<file path="src/rtl/des_subkey_scheduler.sv">
// des_subkey_scheduler
// Produces the sixteen 48-bit DES round subkeys (FIPS 46-3 key schedule),
// one per accepted transfer. The subkeys come out in K1..K16 order for
// encryption or K16..K1 order for decryption. The outputs use a
// valid/ready handshake toward the Feistel datapath.
//
// Ports
//   wClock       : clock; all state changes on the rising edge
//   wReset       : synchronous active-high reset
//   wStart       : begin a new subkey sequence (honoured only in IDLE)
//   wDecrypt     : direction, latched with wStart (1 = K16 first)
//   wKey[63:0]   : DES key, FIPS bit 1 = wKey[63], parity bits ignored
//   wReady       : downstream accepts wSubkey this cycle
//   wSubkey[47:0]: current round subkey, FIPS bit 1 = wSubkey[47]
//   wSubkeyValid : wSubkey / wRoundIndex are valid
//   wRoundIndex  : round number minus 1 of the presented subkey
//   wBusy        : sequence in progress
//   wDone        : one-cycle pulse after the 16th transfer
module des_subkey_scheduler (
  input  logic        wClock,
  input  logic        wReset,
  input  logic        wStart,
  input  logic        wDecrypt,
  input  logic [63:0] wKey,
  input  logic        wReady,
  output logic [47:0] wSubkey,
  output logic        wSubkeyValid,
  output logic [3:0]  wRoundIndex,
  output logic        wBusy,
  output logic        wDone
);

  localparam logic [1:0] IDLE = 2'd0;
  localparam logic [1:0] RUN  = 2'd1;
  localparam logic [1:0] DONE = 2'd2;

  localparam int PC1_TBL [56] = '{
    57, 49, 41, 33, 25, 17,  9,  1, 58, 50, 42, 34, 26, 18,
    10,  2, 59, 51, 43, 35, 27, 19, 11,  3, 60, 52, 44, 36,
    63, 55, 47, 39, 31, 23, 15,  7, 62, 54, 46, 38, 30, 22,
    14,  6, 61, 53, 45, 37, 29, 21, 13,  5, 28, 20, 12,  4};

  localparam int PC2_TBL [48] = '{
    14, 17, 11, 24,  1,  5,  3, 28, 15,  6, 21, 10,
    23, 19, 12,  4, 26,  8, 16,  7, 27, 20, 13,  2,
    41, 52, 31, 37, 47, 55, 30, 40, 51, 45, 33, 48,
    44, 49, 39, 56, 34, 53, 46, 42, 50, 36, 29, 32};

  logic [1:0]  state;
  logic [27:0] c_reg, d_reg;
  logic        mode;
  logic [55:0] pc1_snap;
  logic [55:0] start_cd;
  logic [27:0] c0, d0, c1, d1, c_step, d_step;
  logic [3:0]  idx_next;
  logic        last_xfer;

  // FIPS numbering: table entry n refers to vector bit (width - n).
  function automatic logic [55:0] pc1(input logic [63:0] key);
    logic [55:0] r;
    r = '0;
    for (int i = 0; i < 56; i++)
      r[6'(55 - i)] = key[6'(64 - PC1_TBL[i])];
    return r;
  endfunction

  function automatic logic [47:0] pc2(input logic [55:0] cd);
    logic [47:0] r;
    r = '0;
    for (int i = 0; i < 48; i++)
      r[6'(47 - i)] = cd[6'(56 - PC2_TBL[i])];
    return r;
  endfunction

  // Shift amount for 0-based round idx is 1 only for rounds 1, 2, 9 and 16.
  function automatic logic shift_two(input logic [3:0] idx);
    return !(idx == 4'd0 || idx == 4'd1 || idx == 4'd8 || idx == 4'd15);
  endfunction

  function automatic logic [27:0] rol28(input logic [27:0] x, input logic two);
    return two ? {x[25:0], x[27:26]} : {x[26:0], x[27]};
  endfunction

  function automatic logic [27:0] ror28(input logic [27:0] x, input logic two);
    return two ? {x[1:0], x[27:2]} : {x[0], x[27:1]};
  endfunction

  assign start_cd = pc1(wKey);
  assign c0       = start_cd[55:28];
  assign d0       = start_cd[27:0];
  assign c1       = rol28(c0, shift_two(4'd0));
  assign d1       = rol28(d0, shift_two(4'd0));

  // C/D always hold the halves belonging to the presented subkey. Encrypt
  // steps forward with the next round's shift; decrypt undoes the current
  // round's shift.
  assign idx_next  = mode ? wRoundIndex - 4'd1 : wRoundIndex + 4'd1;
  assign c_step    = mode ? ror28(c_reg, shift_two(wRoundIndex)) : rol28(c_reg, shift_two(idx_next));
  assign d_step    = mode ? ror28(d_reg, shift_two(wRoundIndex)) : rol28(d_reg, shift_two(idx_next));
  assign last_xfer = mode ? (wRoundIndex == 4'd0) : (wRoundIndex == 4'd15);

  assign wBusy = (state == RUN);
  assign wDone = (state == DONE);

  always_ff @(posedge wClock) begin
    if (wReset) begin
      state        <= IDLE;
      c_reg        <= '0;
      d_reg        <= '0;
      mode         <= 1'b0;
      wSubkey      <= '0;
      wSubkeyValid <= 1'b0;
      wRoundIndex  <= '0;
    end else begin
      case (state)
        IDLE: begin
          if (wStart) begin
            state        <= RUN;
            mode         <= wDecrypt;
            wSubkeyValid <= 1'b1;
            if (wDecrypt) begin
              // C16/D16 equal C0/D0, so K16 comes straight from PC-1.
              c_reg       <= c0;
              d_reg       <= d0;
              wSubkey     <= pc2({c0, d0});
              wRoundIndex <= 4'd15;
            end else begin
              c_reg       <= c1;
              d_reg       <= d1;
              wSubkey     <= pc2({c1, d1});
              wRoundIndex <= 4'd0;
            end
          end
        end
        RUN: begin
          if (wReady) begin
            if (last_xfer) begin
              state        <= DONE;
              wSubkeyValid <= 1'b0;
              // Decrypt owes one final right rotation to return to C0/D0.
              if (mode) begin
                c_reg <= c_step;
                d_reg <= d_step;
              end
            end else begin
              c_reg       <= c_step;
              d_reg       <= d_step;
              wSubkey     <= pc2({c_step, d_step});
              wRoundIndex <= idx_next;
            end
          end
        end
        DONE: state <= IDLE;
        default: state <= IDLE;
      endcase
    end
  end

  // Copy of PC-1(key) at start, used only to confirm the 28-position
  // round trip of C/D when the sequence finishes.
  always_ff @(posedge wClock) begin
    if (!wReset && state == IDLE && wStart)
      pc1_snap <= start_cd;
  end

  always_ff @(posedge wClock) begin
    if (!wReset && state == DONE)
      assert ({c_reg, d_reg} == pc1_snap);
  end

endmodule

</file>
<file path="config.mk">
export PLATFORM = sky130hd
export DESIGN_NAME = des_subkey_scheduler
export DESIGN_NICKNAME = d
export VERILOG_FILES = /design/src/rtl/des_subkey_scheduler.sv
export SDC_FILE = /design/constraint.sdc
export NUM_CORES = 1
export LEC_CHECK = 0
export CAP_MARGIN = 20
export CORE_MARGIN = 3
export CORE_UTILIZATION = 41
export DETAILED_ROUTE_END_ITERATION = 10
export GPL_ROUTABILITY_DRIVEN = 1
export HOLD_SLACK_MARGIN = 0.05
export SKIP_CTS_REPAIR_TIMING = 1
export SYNTH_ARGS = -nofsm -noshare
export SYNTH_HDL_FRONTEND = slang
export SYNTH_SLANG_ARGS = --single-unit
</file>
<file path="constraint.sdc">
create_clock -name wClock -period 2.95 [get_ports wClock]
set_input_delay 0.59 -clock wClock [delete_from_list [all_inputs] [get_ports wClock]]
set_output_delay 0.59 -clock wClock [all_outputs]
set_load 0.02 [all_outputs]
</file>
# Yosys cells after proc, flatten, opt, wreduce, memory -nomap -nowiden
# Index checks and enable logic that the tools add are counted.
[word_totals] in_bits=69 output_inout_bits=55 regBits=112 wordCells=75
[op_classes] n_eq_ne=13 reduce_logical=15 addsub=2 n_mux=38
[ops] cell="$mux 28" count=15
[ops] cell="$mux 48" count=3
[ops] cell="$pmux 28 s2" count=2
[ops] cell="$pmux 48 s2" count=1
[ops] cell="$mux 32" count=1
[ops] cell="$mux 4" count=5
[ops] cell="$eq 4x4->1 const B" count=4
[ops] cell="$reduce_and 4->1" count=3
[ops] cell="$eq 4x1->1 const B" count=2
[ops] cell="$logic_not 4->1" count=2
[ops] cell="$pmux 4 s2" count=1
[ops] cell="$logic_or 1x1->1" count=6
[ops] cell="$mux 2" count=3
[ops] cell="$ne 2x2->1 const B" count=3
[ops] cell="$mux 5" count=1
[ops] cell="$add 4x1->4 const B" count=1
[ops] cell="$mux 1" count=4
[ops] cell="$pmux 2 s2" count=1
[ops] cell="$sub 4x1->4 const B" count=1
[ops] cell="$ne 3x3->1 const B" count=1
[ops] cell="$reduce_and 3->1" count=1
[ops] cell="$eq 2x1->1 const B" count=1
[ops] cell="$eq 2x2->1 const B" count=1
[ops] cell="$logic_not 2->1" count=1
[ops] cell="4 further kinds" count=4

# Longest topological paths before layout
# Gate-level depths: netlist (run 1).
[depth] word_depth=12 mapped_depth=10 ltp_nobuf=7

# Worst setup path before layout (run 1)
# Ideal clock, no wire load.
[synth_path] kind="flip-flop to flip-flop" startpoint="register wRoundIndex[0]" endpoint="register wSubkey[0]" period_less_slack_ns=2.490 path_buffers=2 slack_ns=0.460 setup_ns=0.131 arrival_time_ns=2.358 path_stages_with_launch=10 required_ns=2.819 path_cell_list="dfxtp_1 > inv_1 > ha_1 > or2_2 > clkbuf_1 > o21ai_2 > buf_4 > mux2_2 > a222oi_1 > a21oi_1"
[synth_between] elab_chain_len=11 elab_cells_between_ends=26 cone_classes="add/sub: 2; eq/ne: 7; mux: 8; reduce/logical: 9"
[synth_lines] element="start: declaration" line_no="28" source="output logic [3:0] wRoundIndex,"
[synth_lines] element="start signal: assignment" line_no="149" source="wRoundIndex <= idx_next;"
[synth_lines] element="$add 4x1->4 or $sub 4x1->4 (tied branches)" line_no="97" source="assign idx_next = mode ? wRoundIndex - 4'd1 : wRoundIndex + 4'd1;"
[synth_lines] element="$mux 4" line_no="97"
[synth_lines] element="$eq 4x1->1 or $logic_not 4->1 (tied branches)" line_no="77" source="return !(idx == 4'd0 || idx == 4'd1 || idx == 4'd8 || idx == 4'd15);"
[synth_lines] element="$logic_or 1x1->1 (3 in a row)" line_no="77"
[synth_lines] element="$mux 28" line_no="81" source="return two ? {x[25:0], x[27:26]} : {x[26:0], x[27]};"
[synth_lines] element="$mux 28" line_no="99" source="assign d_step = mode ? ror28(d_reg, shift_two(wRoundIndex)) : rol28(d_reg, shift_two(idx_next));"
[synth_lines] element="$mux 48" line_no="137" source="if (last_xfer) begin"
[synth_lines] element="$mux 48" line_no="136" source="if (wReady) begin"
[synth_lines] element="$pmux 48 s2" line_no="115" source="case (state)"
[synth_lines] element="end signal: assignment" line_no="125" source="wSubkey <= pc2({c0, d0});"
[synth_lines] element="end signal: assignment" line_no="130" source="wSubkey <= pc2({c1, d1});"
[synth_lines] element="end signal: assignment" line_no="148" source="wSubkey <= pc2({c_step, d_step});"
[synth_lines] element="end: declaration" line_no="26" source="output logic [47:0] wSubkey,"
# Parallel ways exist; a longest one is shown, timed or not. The select of a mux whose other input is x is not followed.
# A chain may end at the register's enable or synchronous reset.

# Worst setup path after layout (run 1)
[layout_path] startpoint="register wRoundIndex[1]" endpoint="register wSubkey[22]"
# The elaborated chain is that of the path after synthesis.

==> results of run 1 <==
worst paths after layout:
path	to
max reg2reg	wSubkey[22]$_SDFFE_PP0P_
min reg2reg	wSubkey[22]$_SDFFE_PP0P_
max	wSubkey[22]$_SDFFE_PP0P_
min	wSubkey[22]$_SDFFE_PP0P_
cells in the final DEF (no fill, tap or decap), types with 23 or more instances in the layout:
cell type	Yosys	routed
nor2b_1	33	33
a211oi_1	28	28
nand2_1	98	98
nor3_1	31	31
a31oi_1	34	34
a21oi_1	73	73
and3_1	32	32
buf_4	31	36
o21ai_0	37	37
mux2_2	25	25
a32oi_1	23	23
dfxtp_1	90	89
clkdlybuf4s50_1	0	53
mux2i_1	37	37
cell families (layout without fill, tap and decap cells):
| kind of cell | Yosys count | count (layout) | synth area share, % |
|---|---|---|---|
| AOI/OAI and AO/OA | 326 | 326 | 31.7 |
| xor gates and xnor gates | 3 | 3 | 0.477 |
| adders and majority gates | 3 | 3 | 0.530 |
| buffers and inverters | 128 | 119 | 8.91 |
| DFF | 90 | 90 | 25.4 |
| muxes | 66 | 66 | 10.2 |
| other | 1 | 22 | 0.0529 |
| and+or+nand+nor | 293 | 293 | 22.6 |
metrics by stage:
| stage | area [um2] | power, uW | utilization [%] | instances | setup slack, ns |
|---|---|---|---|---|---|
| floorplan | 7170 | 2640 | - | 931 | 0.460 |
| global placement | 7770 | 3120 | 46.4 | 1126 | 0.387 |
| detailed placement | 7770 | 3120 | 46.4 | 1126 | 0.378 |
| CTS | 8070 | 4320 | 48.1 | 1142 | 0.357 |
| global route | 8070 | 4530 | 48.1 | 1142 | 0.132 |
| finish | 8070 | 4310 | 48.1 | 1142 | 0.320 |
routing by layer:
metal	global-route usage (%)	vias to the layer above	part of all wire, %
met4	7.26	0	1.7
met1	35.6	3392	47
met5	0	-	0
met3	3.18	27	6.0
met2	34.1	247	45
li1	-	3433	-
layout make-up:
cell class | count | area (um2) | area share (%)
Inverter | 10 | 37.5 | 0.465
Clock inverter | 6 | 66.3 | 0.822
Sequential cell | 90 | 1810 | 22.4
Tap cell | 220 | 275 | 3.41
Clock buffer | 10 | 229 | 2.84
Timing Repair Buffer | 93 | 881 | 10.9
Multi-Input combinational cell | 713 | 4770 | 59.2
Yosys cell counts, drive strengths merged (17+ instances only):
cell type | count | share of area, %
a211oi | 28 | 3.0
a21oi | 73 | 5.2
a31o | 23 | 2.8
a31oi | 34 | 3.0
a32oi | 23 | 2.8
and3 | 32 | 2.8
buf | 65 | 5.6
clkbuf | 53 | 2.8
dfxtp | 90 | 25
mux2 | 26 | 4.2
mux2i | 40 | 6.1
nand2 | 100 | 5.4
nor2 | 21 | 1.1
nor2b | 33 | 2.9
nor3 | 31 | 2.2
nor4 | 17 | 1.7
o21ai | 46 | 3.3
o22ai | 20 | 1.8
o31ai | 20 | 2.1
power breakdown:
group          switching (uW)  internal, uW  total (uW)  leakage, uW
sequential                144          1320        1460     0.000737
clock                     535           660        1200     0.000143
combinational            1020           638        1660      0.00206
worst max-delay path, stage by stage (launching register included):
cell     delay [ns]
dfxtp_1        0.47
ha_1           0.34
mux2i_4        0.17
xnor2_4        0.47
buf_4          0.36
nor3_1         0.09
nor4_1         0.46
o21ai_0        0.13
==> run_results.csv, run 1 <==
group,metric,value,unit
worst_setup_path,start_kind,"register",
timing,min_period,2.63,ns
worst_setup_path,r2r_slack,0.32,ns
detailed_routing,routed_via_density,6.22,
worst_setup_path,rr_worst_depth,7,
yosys,syn_inst,910,
yosys,synth_flop_cell,"dfxtp_1",
clock_tree,cts_buffers,9,
worst_setup_path,crit_arrival,2.86,ns
yosys,synth_sequential_area_ratio,25.4,%
detailed_routing,ant_nets,0,
finish,fill_cells,1684,
finish,num_antenna_cells,0,
detailed_routing,drt_pass1_iterations,7,
die,initial_core_util,42.3,%
yosys,avgSynthCellArea,7.79,um2
outcome,status,"finished, final reports clean",
global_route,grt_pass1_wl,35700,um
timing,tns,0,ns
worst_setup_path,end_kind,"register",
clock_tree,root_buffer,"clkbuf_16",
finish,nets,989,
worst_setup_path,crit_type,"register to register",
yosys,synth_edf_count,0,
detailed_routing,routed_wl,22000,um
detailed_routing,drt_iter0_drc,742,
die,core_area,0.0168,mm2
timing,maxSlewViolCount,0,
min_path,hold_path.startpoint,"wSubkey[22]$_SDFFE_PP0P_",
clock_tree,cts_tree,"built",
worst_setup_path,crit_start,"wRoundIndex[1]$_SDFFE_PP0P_",
placed_design,hpwlAfterDp,14300,um
min_path,hp-class,"register to register",
yosys,yosysWarnings,0,
clock_tree,clkTransAtPathRegs,0.07,ns
global_route,gr-usage-all-layers,23.5,%
global_route,grt_max_degree,75,
timing,tightest_slew,0.738,ns
timing,clock_skew,0.00908,ns
placed_design,routabilityCongestion,0.864,
timing,rsz0062_at_grt,"no",
detailed_routing,wl_per_cell,19.3,um
pwr,ir_worst_vdd,278,uV
clock_tree,cts_max_path_buffers,2,
timing,fmax,380,MHz
finish,area_growth,13.8,%
timing,hold_slack,0.473,ns
detailed_routing,vias,7099,
global_route,gr-total-overflow,0,
flow_run,drv.max_cap_violation_count,0,
timing,finalHoldViolCount,0,
pwr,power_density,534,mW/mm2
pwr,leakage,0.00294,uW
die,dieHeight,137,um
yosys,synth.distinct_cells,65,
detailed_routing,drc,0,
timing,setup_viol,0,
worst_setup_path,reg2reg_from,"wRoundIndex[1]$_SDFFE_PP0P_",
die,die_area,0.0189,mm2
clock_tree,h-tree-depth,3,
yosys,ys_ff_latch,90,
timing,fin_crit_sh,89.1,%
clock_tree,clock-sinks,90,
finish,drive_gt1_share,12.5,%
die,ios,124,
global_route,grt_pass1_vias,6431,
placed_design,portBuffers,53,
worst_setup_path,worst_ep_required_time,3.18,ns
die,die_w,137,um
worst_setup_path,crit_fanout,24,
min_path,whs_path_depth,2,
clock_tree,clock_latency,0.36,ns
global_route,antenna_found_initial,0,
yosys,synthArstFlopShare,0,%
yosys,synthesis.area,0.00709,mm2
timing,slew_headroom,50.8,%
die,rows,47,
No activity file was read; power rests on OpenSTA's default activity.
==> inputs of run 2 (changes only) <==
CORE_ASPECT_RATIO = 1.1   (was unset)
==> run 2 against run 1 <==
Compared with the run above: critical path depth down 4; sequential share of layout area about the same; die area barely moved; count of clock-buffer cells in the layout is 1 lower; setup slack better by 0.090 ns; clock skew up 0.0068 ns; utilization increased by 0.32 points; combinational power about the same; critical endpoint is now wBusy; largest power group unchanged; highest routed layer unchanged.
==> run_results.csv, run 2 (synthesis results as in run 1) <==
group,metric,value,unit
outcome,status,"finished, final reports clean",
finish,num_antenna_cells,0,
worst_setup_path,cp_slowest_cell,"clkdlybuf4s50_1",
timing,clock_skew,0.0158,ns
clock_tree,clock_latency,0.36,ns
clock_tree,root_buffer,"clkbuf_16",
finish,design_area,0.00808,mm2
die,ios,124,
clock_tree,cts_max_path_buffers,2,
die,dieHeight,144,um
detailed_routing,drt_pass1_iterations,5,
timing,tightest_slew,0.713,ns
clock_tree,cts_tree,"built",
finish,nets,980,
worst_setup_path,start_kind,"register",
placed_design,placed_area,0.00778,mm2
pwr,finalPower,4380,uW
global_route,grt_max_degree,69,
die,rows,49,
pwr,p_sw_share,39.9,%
detailed_routing,ant_nets,0,
timing,finalHoldViolCount,0,
detailed_routing,vias,7092,
clock_tree,h-tree-depth,3,
placed_design,hpwlAfterDp,14400,um
detailed_routing,routed_via_density,6.21,
clock_tree,cts_buffers,9,
die,die_area,0.0189,mm2
clock_tree,clock-sinks,90,
global_route,antenna_found_initial,0,
timing,fmax,394,MHz
timing,slew_headroom,52.5,%
worst_setup_path,max_stage_delay,0.67,ns
worst_setup_path,crit_arrival,1.95,ns
finish,layout_common_cells,"nand2_1, dfxtp_1, a21oi_1, clkdlybuf4s50_1",
worst_setup_path,path_buf_inv,2,
pwr,pwr-share-seq,33.5,%
worst_setup_path,worst_ep_required_time,2.36,ns
pwr,power_density,542,mW/mm2
worst_setup_path,crit_chain,"nand2b_1 -> inv_2 -> clkdlybuf4s50_1",
die,core_area,0.0167,mm2
clock_tree,clkTransAtPathRegs,0.07,ns
finish,layout_commonest_cell,"nand2_1",
worst_setup_path,end_kind,"output port",
global_route,grt_pass1_vias,6574,
pwr,combPwrFrac,38.4,%
min_path,hp-class,"register to register",
worst_setup_path,path_delay_family,"buffers and inverters",
finish,drive_gt1_share,11.7,%
finish,area_growth,14.0,%
placed_design,routabilityCongestion,0.860,
detailed_routing,drc,0,
detailed_routing,routed_wl,22900,um
pwr,p_int,2630,uW
timing,setup_viol,0,
timing,tns,0,ns
flow_run,drv.max_cap_violation_count,0,
timing,rsz0062_at_grt,"no",
worst_setup_path,crit_fanout,19,
timing,min_period,2.54,ns
finish,fill_cells,1702,
pwr,p_clk_share,28.2,%
worst_setup_path,crit_type,"register to output port",
detailed_routing,drt_iter0_drc,632,
pwr,power.switching,1750,uW
detailed_routing,wl_per_cell,20.1,um
pwr,ir_worst_vdd,289,uV
global_route,grt_pass1_wl,36500,um
placed_design,portBuffers,53,
global_route,gr-total-overflow,0,
timing,maxSlewViolCount,0,
finish,final_core_util,48.5,%
global_route,gr-usage-all-layers,23.5,%
die,die_w,131,um
timing,fin_crit_sh,86.1,%
pwr,leakage,0.00292,uW
die,initial_core_util,42.5,%
==> run 2: cell types whose count changed in the layout (fill, tap and decap cells not counted) <==
cell / before / now
buf_4: 36 / 22
clkinvlp_4: 1 / 2
buf_12: 4 / 9
clkbuf_1: 1 / 0
inv_6: 0 / 2
inv_4: 1 / 0
clkinv_4: 2 / 1
==> run 2: final cells by class <==
cell class	instances	area, um2	area share [%]
multi-input cells	713	4770	59.1
flip-flops and latches	90	1810	22.3
repair buffers	84	876	10.8
well taps	229	287	3.55
clock buffers	9	225	2.79
clock inverters	7	76.3	0.945
inverters	10	37.5	0.465
==> run 2: path summary, 6_finish.rpt <==
path                                from                  endpoint  slack, ns  depth (start not counted)
min reg2reg     wSubkey[23]$_SDFFE_PP0P_  wSubkey[23]$_SDFFE_PP0P_       0.47                          2
max reg2reg  wRoundIndex[0]$_SDFFE_PP0P_   wSubkey[0]$_SDFFE_PP0P_       0.43                          8
min             wSubkey[23]$_SDFFE_PP0P_  wSubkey[23]$_SDFFE_PP0P_       0.47                          2
max                state[0]$_SDFFE_PP0P_                     wBusy       0.41                          3
==> run 2: tightest hold or removal path, cell delays in order, from the launching register on <==
cell	delay [ns]
dfxtp_1	0.33
a32oi_1	0.05
o21ai_0	0.06
==> run 2: power groups by stage <==
stage | registers, uW | logic (uW) | clock network, uW
5_1_grt | 1480 | 1800 | 1300
3_3_place_gp | 1490 | 1650 | 0
6_report | 1460 | 1680 | 1230
2_1_floorplan | 1470 | 1170 | 0
3_5_place_dp | 1490 | 1650 | 0
4_1_cts | 1460 | 1660 | 1250
==> run 2: through the flow <==
step,hold WS [ns],instances,worst slack [ns]
6_report,0.467,1142,0.411
5_1_grt,0.501,1142,0.262
4_1_cts,0.471,1142,0.398
3_5_place_dp,0.453,1126,0.344
3_3_place_gp,0.448,1126,0.363
2_1_floorplan,0.462,931,0.460
==> run 2: per-layer routing <==
| layer | GRT usage (%) | part of all wire [%] | up-vias |
|---|---|---|---|
| met3 | 3.40 | 4.3 | 30 |
| met1 | 31.5 | 46 | 3440 |
| li1 | - | - | 3409 |
| met5 | 0 | 0 | - |
| met2 | 39.5 | 48 | 213 |
| met4 | 7.74 | 1.9 | 0 |
==> inputs of run 3 (changes only) <==
CORE_UTILIZATION = 54   (was 41)
GPL_TIMING_DRIVEN = 0   (was unset)
PLACE_DENSITY = 0.81   (was unset)
SLEW_MARGIN = 10   (was unset)
==> run 3 against run 2 <==
Compared with the run above: final cell count rose by 1.1%; global-route usage grew 10 points; flip-flop and latch count unchanged; critical endpoint unchanged; highest routed layer unchanged.
==> run_results.csv, run 3 (synthesis results as in run 1) <==
group,metric,value,unit
timing,slew_headroom,46.0,%
pwr,p_int,2650,uW
timing,min_period,2.82,ns
detailed_routing,ant_nets,0,
timing,maxSlewViolCount,0,
timing,tightest_slew,0.804,ns
detailed_routing,routed_wl,25100,um
pwr,combPwrFrac,39.5,%
pwr,p_sw_share,40.7,%
clock_tree,cts_max_path_buffers,2,
clock_tree,h-tree-depth,3,
clock_tree,clock-sinks,90,
worst_setup_path,reg2reg_from,"wRoundIndex[0]$_SDFFE_PP0P_",
clock_tree,root_buffer,"clkbuf_16",
pwr,pwr-share-seq,33.2,%
pwr,leakage,0.00308,uW
min_path,hp-class,"register to register",
finish,num_antenna_cells,0,
worst_setup_path,worst_ep_required_time,2.36,ns
detailed_routing,drt_iter0_drc,1235,
detailed_routing,vias,7988,
worst_setup_path,end_kind,"output port",
pwr,p_clk_share,27.4,%
clock_tree,cts_tree,"built",
placed_design,routabilityCongestion,1.02,
min_path,whs_path_depth,2,
placed_design,hpwlAfterDp,17700,um
clock_tree,clkTransAtPathRegs,0.07,ns
detailed_routing,wl_per_cell,21.7,um
die,core_area,0.0127,mm2
timing,worst_slack,0.128,ns
die,rows,43,
die,initial_core_util,55.8,%
die,die_w,115,um
finish,design_area,0.00821,mm2
detailed_routing,drt_pass1_iterations,6,
timing,finalHoldViolCount,0,
min_path,hold_path.startpoint,"wSubkey[15]$_SDFFE_PP0P_",
finish,drive_gt1_share,14.0,%
outcome,status,"finished, final reports clean",
detailed_routing,routed_via_density,6.92,
finish,area_growth,15.9,%
clock_tree,cts_buffers,9,
pwr,power_density,544,mW/mm2
finish,layout_commonest_cell,"nand2_1",
die,ios,124,
worst_setup_path,r2r-end,"wSubkey[5]$_SDFFE_PP0P_",
timing,rsz0062_at_grt,"no",
placed_design,placed_area,0.00787,mm2
global_route,grt_max_degree,16,
global_route,gr-usage-all-layers,33.7,%
worst_setup_path,crit_type,"register to output port",
clock_tree,clock_latency,0.36,ns
global_route,antenna_found_initial,0,
worst_setup_path,crit_arrival,2.23,ns
global_route,gr-total-overflow,0,
timing,fmax,354,MHz
die,dieHeight,126,um
pwr,finalPower,4470,uW
timing,tns,0,ns
die,die_area,0.0145,mm2
detailed_routing,drc,0,
global_route,grt_pass1_wl,39200,um
pwr,ir_worst_vdd,353,uV
pwr,power.switching,1820,uW
worst_setup_path,rr_worst_depth,9,
flow_run,drv.max_cap_violation_count,0,
timing,setup_viol,0,
timing,fin_crit_sh,95.7,%
finish,layout_common_cells,"nand2_1, dfxtp_1, a21oi_1, clkdlybuf4s50_1, clkbuf_1",
timing,clock_skew,0.00910,ns
min_path,hold_path_end,"wSubkey[15]$_SDFFE_PP0P_",
finish,nets,1064,
worst_setup_path,r2r_slack,0.20,ns
placed_design,portBuffers,51,
worst_setup_path,crit_fanout,10,
placed_design,pre_cts_slack,-0.0866,ns
worst_setup_path,start_kind,"register",
global_route,grt_pass1_vias,7337,
==> run 3: cell types whose count changed in the layout (fill, tap and decap cells not counted), sizes merged <==
| cell | delta |
|---|---|
| inv | -2 |
| clkinvlp | -1 |
| clkinv | +1 |
| clkbuf | +54 |
| clkdlybuf4s50 | -2 |
| buf | +34 |
==> run 3: critical path, stage by stage (launching register included) <==
cell	delay, ns
dfxtp_1	0.30
buf_2	0.16
nand2b_1	0.15
buf_2	0.20
inv_2	0.15
clkbuf_2	0.27
clkdlybuf4s50_1	0.65
==> run 3: cell type report <==
cell class | count | area, um2
Clock buffer | 11 | 243
Tap cell | 157 | 196
Timing Repair Buffer | 51 | 510
Clock inverter | 5 | 63.8
Multi-Input combinational cell | 713 | 4760
Buffer | 117 | 597
Fill cell | 1151 | 4490
Inverter | 10 | 37.5
Sequential cell | 90 | 1800
==> run 3: worst max-delay path by stage <==
stage | start | endpoint | slack [ns] | cells after the start
3_5_place_dp | wRoundIndex[0]$_SDFFE_PP0P_ | d_reg[1]$_SDFFE_PP0P_ | -0.09 | 8
5_1_grt | wRoundIndex[0]$_SDFFE_PP0P_ | d_reg[6]$_SDFFE_PP0P_ | 0.02 | 9
3_3_place_gp | wRoundIndex[0]$_SDFFE_PP0P_ | d_reg[1]$_SDFFE_PP0P_ | -0.11 | 8
2_1_floorplan | wRoundIndex[0]$_SDFFE_PP0P_ | wSubkey[0]$_SDFFE_PP0P_ | 0.46 | 9
4_1_cts | wRoundIndex[0]$_SDFFE_PP0P_ | d_reg[16]$_SDFFE_PP0P_ | -0.13 | 8
6_report | state[1]$_SDFFE_PP0P_ | wBusy | 0.13 | 6
==> run 3: routing by layer <==
metal / vias to the layer above / GRT usage (%) / share of wire, %
li1: 3581 / - / -
met5: - / 0 / 0
met2: 566 / 50.9 / 44
met3: 147 / 7.40 / 11
met4: 0 / 18.6 / 6.3
met1: 3694 / 44.3 / 38
==> run 3: power by group through the flow <==
| stage | registers, uW | clock network, uW | logic [uW] |
|---|---|---|---|
| 6_report | 1480 | 1220 | 1760 |
| 5_1_grt | 1480 | 1270 | 1860 |
| 4_1_cts | 1470 | 1220 | 1680 |
| 3_5_place_dp | 1490 | 0 | 1670 |
| 3_3_place_gp | 1490 | 0 | 1670 |
| 2_1_floorplan | 1470 | 0 | 1170 |
==> run 3: through the flow <==
step	instances	util [%]	hold WS, ns
6_report	1154	64.7	0.470
4_1_cts	1155	64.4	0.475
2_1_floorplan	931	-	0.462
3_5_place_dp	1139	62.0	0.460
3_3_place_gp	1139	62.0	0.455
5_1_grt	1154	64.7	0.497
